File: config.mk
export PLATFORM = sky130hd
export DESIGN_NAME = fwd_hazard_unit
export DESIGN_NICKNAME = d
export VERILOG_FILES = /design/src/rtl/fwd_hazard_unit.sv
export SDC_FILE = /design/constraint.sdc
export NUM_CORES = 1
export LEC_CHECK = 0
export ABC_AREA = 1
export ABC_CLOCK_PERIOD_IN_PS = 2500
export CAP_MARGIN = 10
export CORE_MARGIN = 2
export CORE_UTILIZATION = 53
export CTS_BUF_LIST = sky130_fd_sc_hd__clkbuf_2 sky130_fd_sc_hd__clkbuf_4 sky130_fd_sc_hd__clkbuf_8
export DETAILED_ROUTE_END_ITERATION = 10
export GPL_ROUTABILITY_DRIVEN = 0
export PLACE_DENSITY_LB_ADDON = 0.05
export SYNTH_ARGS = -nofsm -noshare
export SYNTH_HDL_FRONTEND = slang
export SYNTH_SLANG_ARGS = --single-unit
File: constraint.sdc
create_clock -name clk -period 2.5 [get_ports clk]
set_input_delay 0.375 -clock clk [delete_from_list [all_inputs] [get_ports clk]]
set_output_delay 0.375 -clock clk [all_outputs]
set_load 0.05 [all_outputs]
File: src/rtl/fwd_hazard_unit.sv
// Forwarding and load-use hazard unit: shadows dest regs of EX and FWD_DEPTH later stages.
// Latency: stall is combinational from ID inputs; fwd_sel is combinational from registered EX state.
// Backpressure: stall holds PC and IF/ID for one cycle and sends a bubble into EX; back end never stalls.
module fwd_hazard_unit #(
  parameter int REG_ADDR_W = 5,
  parameter int NUM_SRC    = 2,
  parameter int FWD_DEPTH  = 2,
  parameter int SEL_W      = 2,
  parameter int CNT_W      = 16
) (
  input  logic                          clk,
  input  logic                          rst_n,
  input  logic                          id_valid,
  input  logic [NUM_SRC*REG_ADDR_W-1:0] id_rs,
  input  logic [NUM_SRC-1:0]            id_rs_used,
  input  logic [REG_ADDR_W-1:0]         id_rd,
  input  logic                          id_reg_write,
  input  logic                          id_mem_read,
  input  logic                          flush,
  output logic                          stall,
  output logic [NUM_SRC*SEL_W-1:0]      fwd_sel,
  output logic [CNT_W-1:0]              stall_count
);

  // Entry j describes the instruction j stages past EX (entry 0 is EX itself).
  logic [REG_ADDR_W-1:0]         e_rd [0:FWD_DEPTH];
  logic [FWD_DEPTH:0]            e_vld;
  logic [FWD_DEPTH:0]            e_rw;
  logic [FWD_DEPTH:0]            e_wr;
  // Only the EX entry needs mem_read: a load past EX forwards like any other result.
  logic                          e0_mr;
  logic [NUM_SRC*REG_ADDR_W-1:0] e0_rs;
  logic [NUM_SRC-1:0]            e0_used;

  logic hazard;
  logic load_id;

  // An entry produces a forwardable value only if it is real, writes, and targets a non-x0 register.
  always_comb begin
    e_wr = '0;
    for (int j = 0; j <= FWD_DEPTH; j++) begin
      e_wr[j] = e_vld[j] & e_rw[j] & (e_rd[j] != '0);
    end
  end

  // Load-use: an ID source that really reads the register a load in EX is about to produce.
  always_comb begin
    hazard = 1'b0;
    for (int i = 0; i < NUM_SRC; i++) begin
      if (id_rs_used[i] && (id_rs[i*REG_ADDR_W +: REG_ADDR_W] != '0) &&
          (id_rs[i*REG_ADDR_W +: REG_ADDR_W] == e_rd[0]) && e_wr[0] && e0_mr) begin
        hazard = 1'b1;
      end
    end
  end

  // flush wins over stall: a killed instruction never needs to wait for its operands.
  assign stall   = id_valid & ~flush & hazard;
  assign load_id = id_valid & ~flush & ~stall;

  // Shift the shadow pipeline every edge; EX takes the ID instruction or a bubble.
  always_ff @(posedge clk or negedge rst_n) begin
    if (!rst_n) begin
      e_vld   <= '0;
      e_rw    <= '0;
      e0_mr   <= 1'b0;
      e0_rs   <= '0;
      e0_used <= '0;
      for (int j = 0; j <= FWD_DEPTH; j++) begin
        e_rd[j] <= '0;
      end
    end else begin
      e_vld   <= {e_vld[FWD_DEPTH-1:0], load_id};
      e_rw    <= {e_rw[FWD_DEPTH-1:0], load_id & id_reg_write};
      e0_mr   <= load_id & id_mem_read;
      e0_used <= load_id ? id_rs_used : '0;
      e0_rs   <= id_rs;
      e_rd[0] <= id_rd;
      for (int j = 1; j <= FWD_DEPTH; j++) begin
        e_rd[j] <= e_rd[j-1];
      end
    end
  end

  // Per-source select; scan oldest to youngest so the youngest matching producer overrides.
  always_comb begin
    fwd_sel = '0;
    for (int i = 0; i < NUM_SRC; i++) begin
      if (e_vld[0] && e0_used[i] && (e0_rs[i*REG_ADDR_W +: REG_ADDR_W] != '0)) begin
        for (int j = FWD_DEPTH; j >= 1; j--) begin
          if (e_wr[j] && (e_rd[j] == e0_rs[i*REG_ADDR_W +: REG_ADDR_W])) begin
            fwd_sel[i*SEL_W +: SEL_W] = SEL_W'(FWD_DEPTH + 1 - j);
          end
        end
      end
    end
  end

  // Saturating stall-cycle counter; only reset clears it.
  always_ff @(posedge clk or negedge rst_n) begin
    if (!rst_n) begin
      stall_count <= '0;
    end else if (stall && (stall_count != {CNT_W{1'b1}})) begin
      stall_count <= stall_count + 1'b1;
    end
  end

endmodule

== Yosys cells after proc, flatten, opt, wreduce, memory -nomap -nowiden ==
Cells that the tools add are included.

* Input port bits: 23
* Register bits after elaboration: 50

* Equality and inequality tests: 7
* Bitwise gates (word level): 13
* Add/subtract/negate cells: 1
* Multiplexer cells: 9
* Reduce and logical (&&, ||, !) cells: 24

{| class="wikitable"
|+ Operators with widths
! kind !! count
|-
| nonzero test 5 bit || 7
|-
| == test 5 bit || 6
|-
| logical AND 1 bit || 17
|-
| adder 16 x 1 -> 16 bit (second input constant) || 1
|-
| inequality test 16 bit (second input constant) || 1
|-
| AND 1 bit || 11
|-
| two-way mux 2 bit || 5
|-
| two-way mux 1 bit || 4
|-
| inverter 1 bit || 2
|}

== Longest topological paths before layout ==
* Word-level depth: 11
* Depth in mapped cells: 11

== Worst setup path before layout ==
No wires, ideal clock.

* Path kind: flip-flop to output port
* Start: reg e_rd[11] in the netlist's numbering
* End: out stall
* Data required time: 2.125 ns
* Path slack: 0.001 ns
* Arrival: 2.124 ns
* Cell stages (with the launch flop): 10
* Buffers on the path: 0
* Path through: dfrtp_1 > inv_2 > nand2_1 > nand2_1 > nand2_1 > nor2_1 > nand3_1 > a21oi_4 > inv_1 > nor3_1

* Longest elaborated chain between the ends: 7

{| class="wikitable"
|+ Ends and longest elaborated chain
! item !! line !! source
|-
| start, declared || 26 || <nowiki>logic [REG_ADDR_W-1:0] e_rd [0:FWD_DEPTH];</nowiki>
|-
| start signal, assigned by index || 80 || <nowiki>e_rd[j] <= e_rd[j-1];</nowiki>
|-
| == test 5 bit or nonzero test 5 bit (tied branches) || 51, 42 ||
|-
| logical AND 1 bit or AND 1 bit (tied branches) || 50, 42 ||
|-
| logical AND 1 bit (2 in a row) || 51 || <nowiki>(id_rs[i*REG_ADDR_W +: REG_ADDR_W] == e_rd[0]) && e_wr[0] && e0_mr) begin</nowiki>
|-
| two-way mux 1 bit || 50 || <nowiki>if (id_rs_used[i] && (id_rs[i*REG_ADDR_W +: REG_ADDR_W] != '0) &&</nowiki>
|-
| two-way mux 1 bit (*) || 50 ||
|-
| AND 1 bit (*) || 58 || <nowiki>assign stall = id_valid & ~flush & hazard;</nowiki>
|-
| end, declared || 20 || <nowiki>output logic stall,</nowiki>
|}

Mark *: on every way between the ends. The rest lies on a longest branch, timed or not.

== Worst setup path after layout ==
* Start: in id_rs[8]
* End: out stall

* Longest elaborated chain between the ends: 7

{| class="wikitable"
|+ Ends and longest elaborated chain
! item !! line !! source
|-
| start, declared || 14 || <nowiki>input logic [NUM_SRC*REG_ADDR_W-1:0] id_rs,</nowiki>
|-
| nonzero test 5 bit || 50 ||
|-
| logical AND 1 bit || 50 ||
|-
| logical AND 1 bit (*) || 50 ||
|-
| logical AND 1 bit (*) (2 in a row) || 51 ||
|-
| two-way mux 1 bit (*) || 50 ||
|-
| AND 1 bit (*) || 58 ||
|}

Marks and branches as above.

==> summary.log <==
INFO  cells_and_area multiInputGateArea=1100µm²
INFO  min_path       hold_path.class=input port to async pin
INFO  grt            grt_start_max_net_pins=51
INFO  synth          post_synth_inst_count=278
INFO  route          drt_pre_antenna_iters=4
INFO  clock_network  cts.clk_slew.worst_paths=0.09ns
INFO  floorplan      floorplan.initialDensity=0.559
INFO  grt            grt_pass1_vias=1842
INFO  clock_network  cts_setup_buffers=0
INFO  synth          postSynthRegisterBits=50
INFO  synth          muxShareOfSynthArea=0
INFO  grt            grt.met3_usage=0.0472
INFO  placed_design  port_buffers=43
INFO  floorplan      fp.dieH=72.2µm
INFO  setup_path     worst_setup_path_end_kind=output pin
INFO  setup_path     path_common_cell=inv_1
INFO  timing         finalHoldViolations=0
INFO  floorplan      core_area=4410µm²
INFO  route          routed_wirelength=4.96mm
INFO  setup_path     timing_worst_setup_path_type=input port to output pin
INFO  grt            globalRouteOverflowTotal=0
INFO  synth          synth_top_family_by_area=simple AND/OR/NAND/NOR gates
INFO  synth          synth.lib_cells_used.distinct=27
INFO  cells_and_area regArea=1250µm²
INFO  floorplan      dieWidth=72.2µm
INFO  pwr            cellPowerDensity=479nW/µm²
INFO  pwr            p_leak=1.45nW
INFO  synth          synth_compound_area_frac=0.0218
INFO  clock_network  ctsHtreeMaxLevel=2
INFO  placed_design  place.detailed.hpwl=3.77mm
INFO  cells_and_area filler_cell_count=365
INFO  setup_path     critical_path.top_delay_family=buffers and inverters
INFO  route          drt-initial-drc-count=109
INFO  cells_and_area layout-area-overhead-vs-synth=23.8%
INFO  timing         fin_crit_sh=0.918
INFO  synth          synthDominantCellAreaShare=0.507
INFO  synth          syn_avg_cell_area=8.88µm²
INFO  timing         slew_headroom=0.597
INFO  timing         tightestPinTransition=0.605ns
INFO  cells_and_area drive_above_1_share=0.0762
INFO  floorplan      dieArea=5220µm²
INFO  synth          synthesis.yosys.warnings=0
INFO  synth          synthesis.area=2470µm²
INFO  run            max_cap_viol_count=0
INFO  setup_path     worst-endpoint-required=2.12ns
INFO  grt            antenna_found_initial=0
INFO  timing         grt_setup_unrepaired=no
INFO  clock_network  max-clock-path-buffers=2
INFO  cells_and_area diodes=0
INFO  setup_path     critPathLaunchType=input port
INFO  grt            grt_pass1_wl=8.71mm
INFO  timing         final_period_minus_worst_setup_slack=2.29ns
INFO  setup_path     worst_path_max_delay_cell=clkdlybuf4s50_1
INFO  setup_path     critical_path.max_fanout=2
INFO  floorplan      std_cell_rows=24
INFO  synth          netlist.top_cell.by_area=dfrtp_1
INFO  pwr            irDropWorstVdd=383µV
INFO  route          antenna_violating_nets_post_route=0
INFO  timing         skew=0.00367ns
INFO  setup_path     worstPathBufferInverterCount=4
INFO  synth          area_share_of_fa_ha_maj_cells_after_synthesis=0.00507
INFO  timing         fmax=436MHz
INFO  setup_path     slowest_delay=0.49ns
INFO  clock_network  clkLatencyLatePin=0.30ns
INFO  synth          syn_nets=302
INFO  clock_network  cts.root.buffer_cell=clkbuf_8
INFO  timing         slew_viol_final=0
INFO  route          final_routed_drc_violation_total=0
INFO  synth          synth_simple_gate_area_share=0.304
INFO  synth          post_synth_xor_area_fraction=0.114
INFO  cells_and_area final_net_count=351
INFO  setup_path     cp.arrival=1.92ns
INFO  timing         setup-violations-final=0
INFO  clock_network  cts_hold_repair.buffers=0
INFO  timing         timing.setup.tns=0ns
INFO  timing         fin_worst_hold_slack=0.153ns
INFO  route          drt-vias-per-instance=5.07
INFO  route          vias=1927
INFO  clock_network  cts_sinks=50
INFO  grt            globalRoute.busiestLayer=met1
INFO  floorplan      pin_count=44
INFO  status         run_status=completed
INFO  grt            gr-usage-met1=0.337
INFO  setup_path     worstPathCellList=clkdlybuf4s50_1 -> inv_1 -> nand2_1 -> o21ai_0 -> nor2_1 -> nand3_1 -> a21oi_4 -> inv_1 -> nor3_2 -> buf_12
INFO  route          drt-wirelength-per-cell=13.0µm
INFO  grt            gr-usage-all-layers=0.216
INFO  clock_network  cts_inserted_buffers=5
INFO  synth          synth.yosys.seq_area_share=0.507
INFO  grt            grtUsageMet2=0.305
INFO  synth          cell_types_occupying_the_most_area_after_synthesis=dfrtp_1 51%, nand2_1 12%, xnor2_1 6.4%
INFO  clock_network  cts_tree=done
==> stage by stage <==
step	cells	worst slack [ns]	area, µm²	utilization	power, mW
2_1_floorplan	278	0.000557	2470	-	0.930
3_3_place_gp	372	0.147	2960	0.670	1.00
3_5_place_dp	372	0.126	2960	0.670	1.01
4_1_cts	380	0.0266	3050	0.690	1.48
5_1_grt	380	0.0882	3060	0.692	1.54
6_report	380	0.205	3060	0.692	1.46
==> metal layers <==
metal,routed length (µm),share of wire
met2,2130,0.43
met3,202,0.041
met1,2570,0.52
met5,0,0
met4,47,0.0095
==> what timing repair did <==
item,4_1_cts,5_1_grt
endpoints found under the setup margin,1,2
gates cloned,0,0
resized for setup,1,2
==> final timing paths <==
kind	from	to	slack [ns]	cells after the start
setup / recovery	id_rs[8]	stall	0.21	10
min in group clk	e_rw[1]$_DFF_PN0_	e_rw[2]$_DFF_PN0_	0.39	0
hold reg to reg	e_rw[1]$_DFF_PN0_	e_rw[2]$_DFF_PN0_	0.39	0
max in group asynchronous	rst_n	stall_count[11]$_DFFE_PN0P_	1.93	2
setup reg to reg	stall_count[0]$_DFFE_PN0P_	stall_count[7]$_DFFE_PN0P_	0.78	7
hold / removal	rst_n	e_rd[0]$_DFF_PN0_	0.15	2
==> cell type report <==
type	instances	area share
Sequential cell	50	0.410
Multi-Input combinational cell	200	0.360
Timing Repair Buffer	46	0.149
Inverter	24	0.0295
Clock buffer	5	0.0225
Tap cell	52	0.0213
Clock inverter	3	0.00819
==> cells by family (layout without fill, tap and decap cells) <==
group / Yosys count / after routing
compound gates: 8 / 8
xor+xnor: 32 / 32
fa+ha+maj: 1 / 1
buf+inv: 28 / 78
flops: 50 / 50
simple gates: 159 / 159
==> sequential cells by signal, indices dropped and copies added (netlist names) <==
register / count
stall_count: 16
e_rd: 15
e0_rs: 10
e_rw: 3
e_vld: 3
e0_used: 2
e0_mr: 1
==> placed cells by master, fill, tap and decap left out <==
| cell | instances |
|---|---|
| a21oi_1 | 1 |
| a21oi_4 | 1 |
| and3_1 | 1 |
| buf_12 | 1 |
| buf_2 | 1 |
| buf_4 | 5 |
| clkbuf_8 | 5 |
| clkdlybuf4s50_1 | 37 |
| clkinv_4 | 1 |
| clkinvlp_4 | 1 |
| dfrtp_1 | 50 |
| dlygate4sd2_1 | 1 |
| dlymetal6s2s_1 | 1 |
| ha_1 | 1 |
| inv_1 | 23 |
| inv_2 | 1 |
| inv_6 | 1 |
| nand2_1 | 76 |
| nand3_1 | 12 |
| nand3_2 | 1 |
| nand3_4 | 1 |
| nand4_1 | 22 |
| nand4_4 | 1 |
| nor2_1 | 32 |
| nor2_2 | 1 |
| nor3_1 | 5 |
| nor3_2 | 3 |
| nor3_4 | 1 |
| nor4_1 | 3 |
| o211ai_1 | 1 |
| o21ai_0 | 4 |
| o21ai_1 | 1 |
| xnor2_1 | 18 |
| xor2_1 | 14 |
==> synthesized netlist by cell type, drive strengths merged <==
library cell  instances
nor4                  3
o21ai                 5
nand2                76
and3                  1
buf                   3
clkbuf                1
nor2                 33
a21oi                 2
nand3                14
ha                    1
dfrtp                50
inv                  24
o211ai                1
xnor2                18
nand4                23
xor2                 14
nor3                  9
==> worst reg2reg max path: cells and delay by family (launching register included) <==
family | cells | cell delay, ns
adder cells (fa/ha/maj) | 1 | 0.22
AND/OR/NAND/NOR | 6 | 1.02
flip-flops | 1 | 0.42
==> where the power goes <==
| part | internal (mW) | switching [mW] | leakage [nW] |
|---|---|---|---|
| Combinational | 0.0625 | 0.0607 | 0.767 |
| Clock | 0.202 | 0.274 | 0.0447 |
| Sequential | 0.835 | 0.0296 | 0.634 |
| Total | 1.10 | 0.364 | 1.45 |
(Power assumes the default switching activity.)
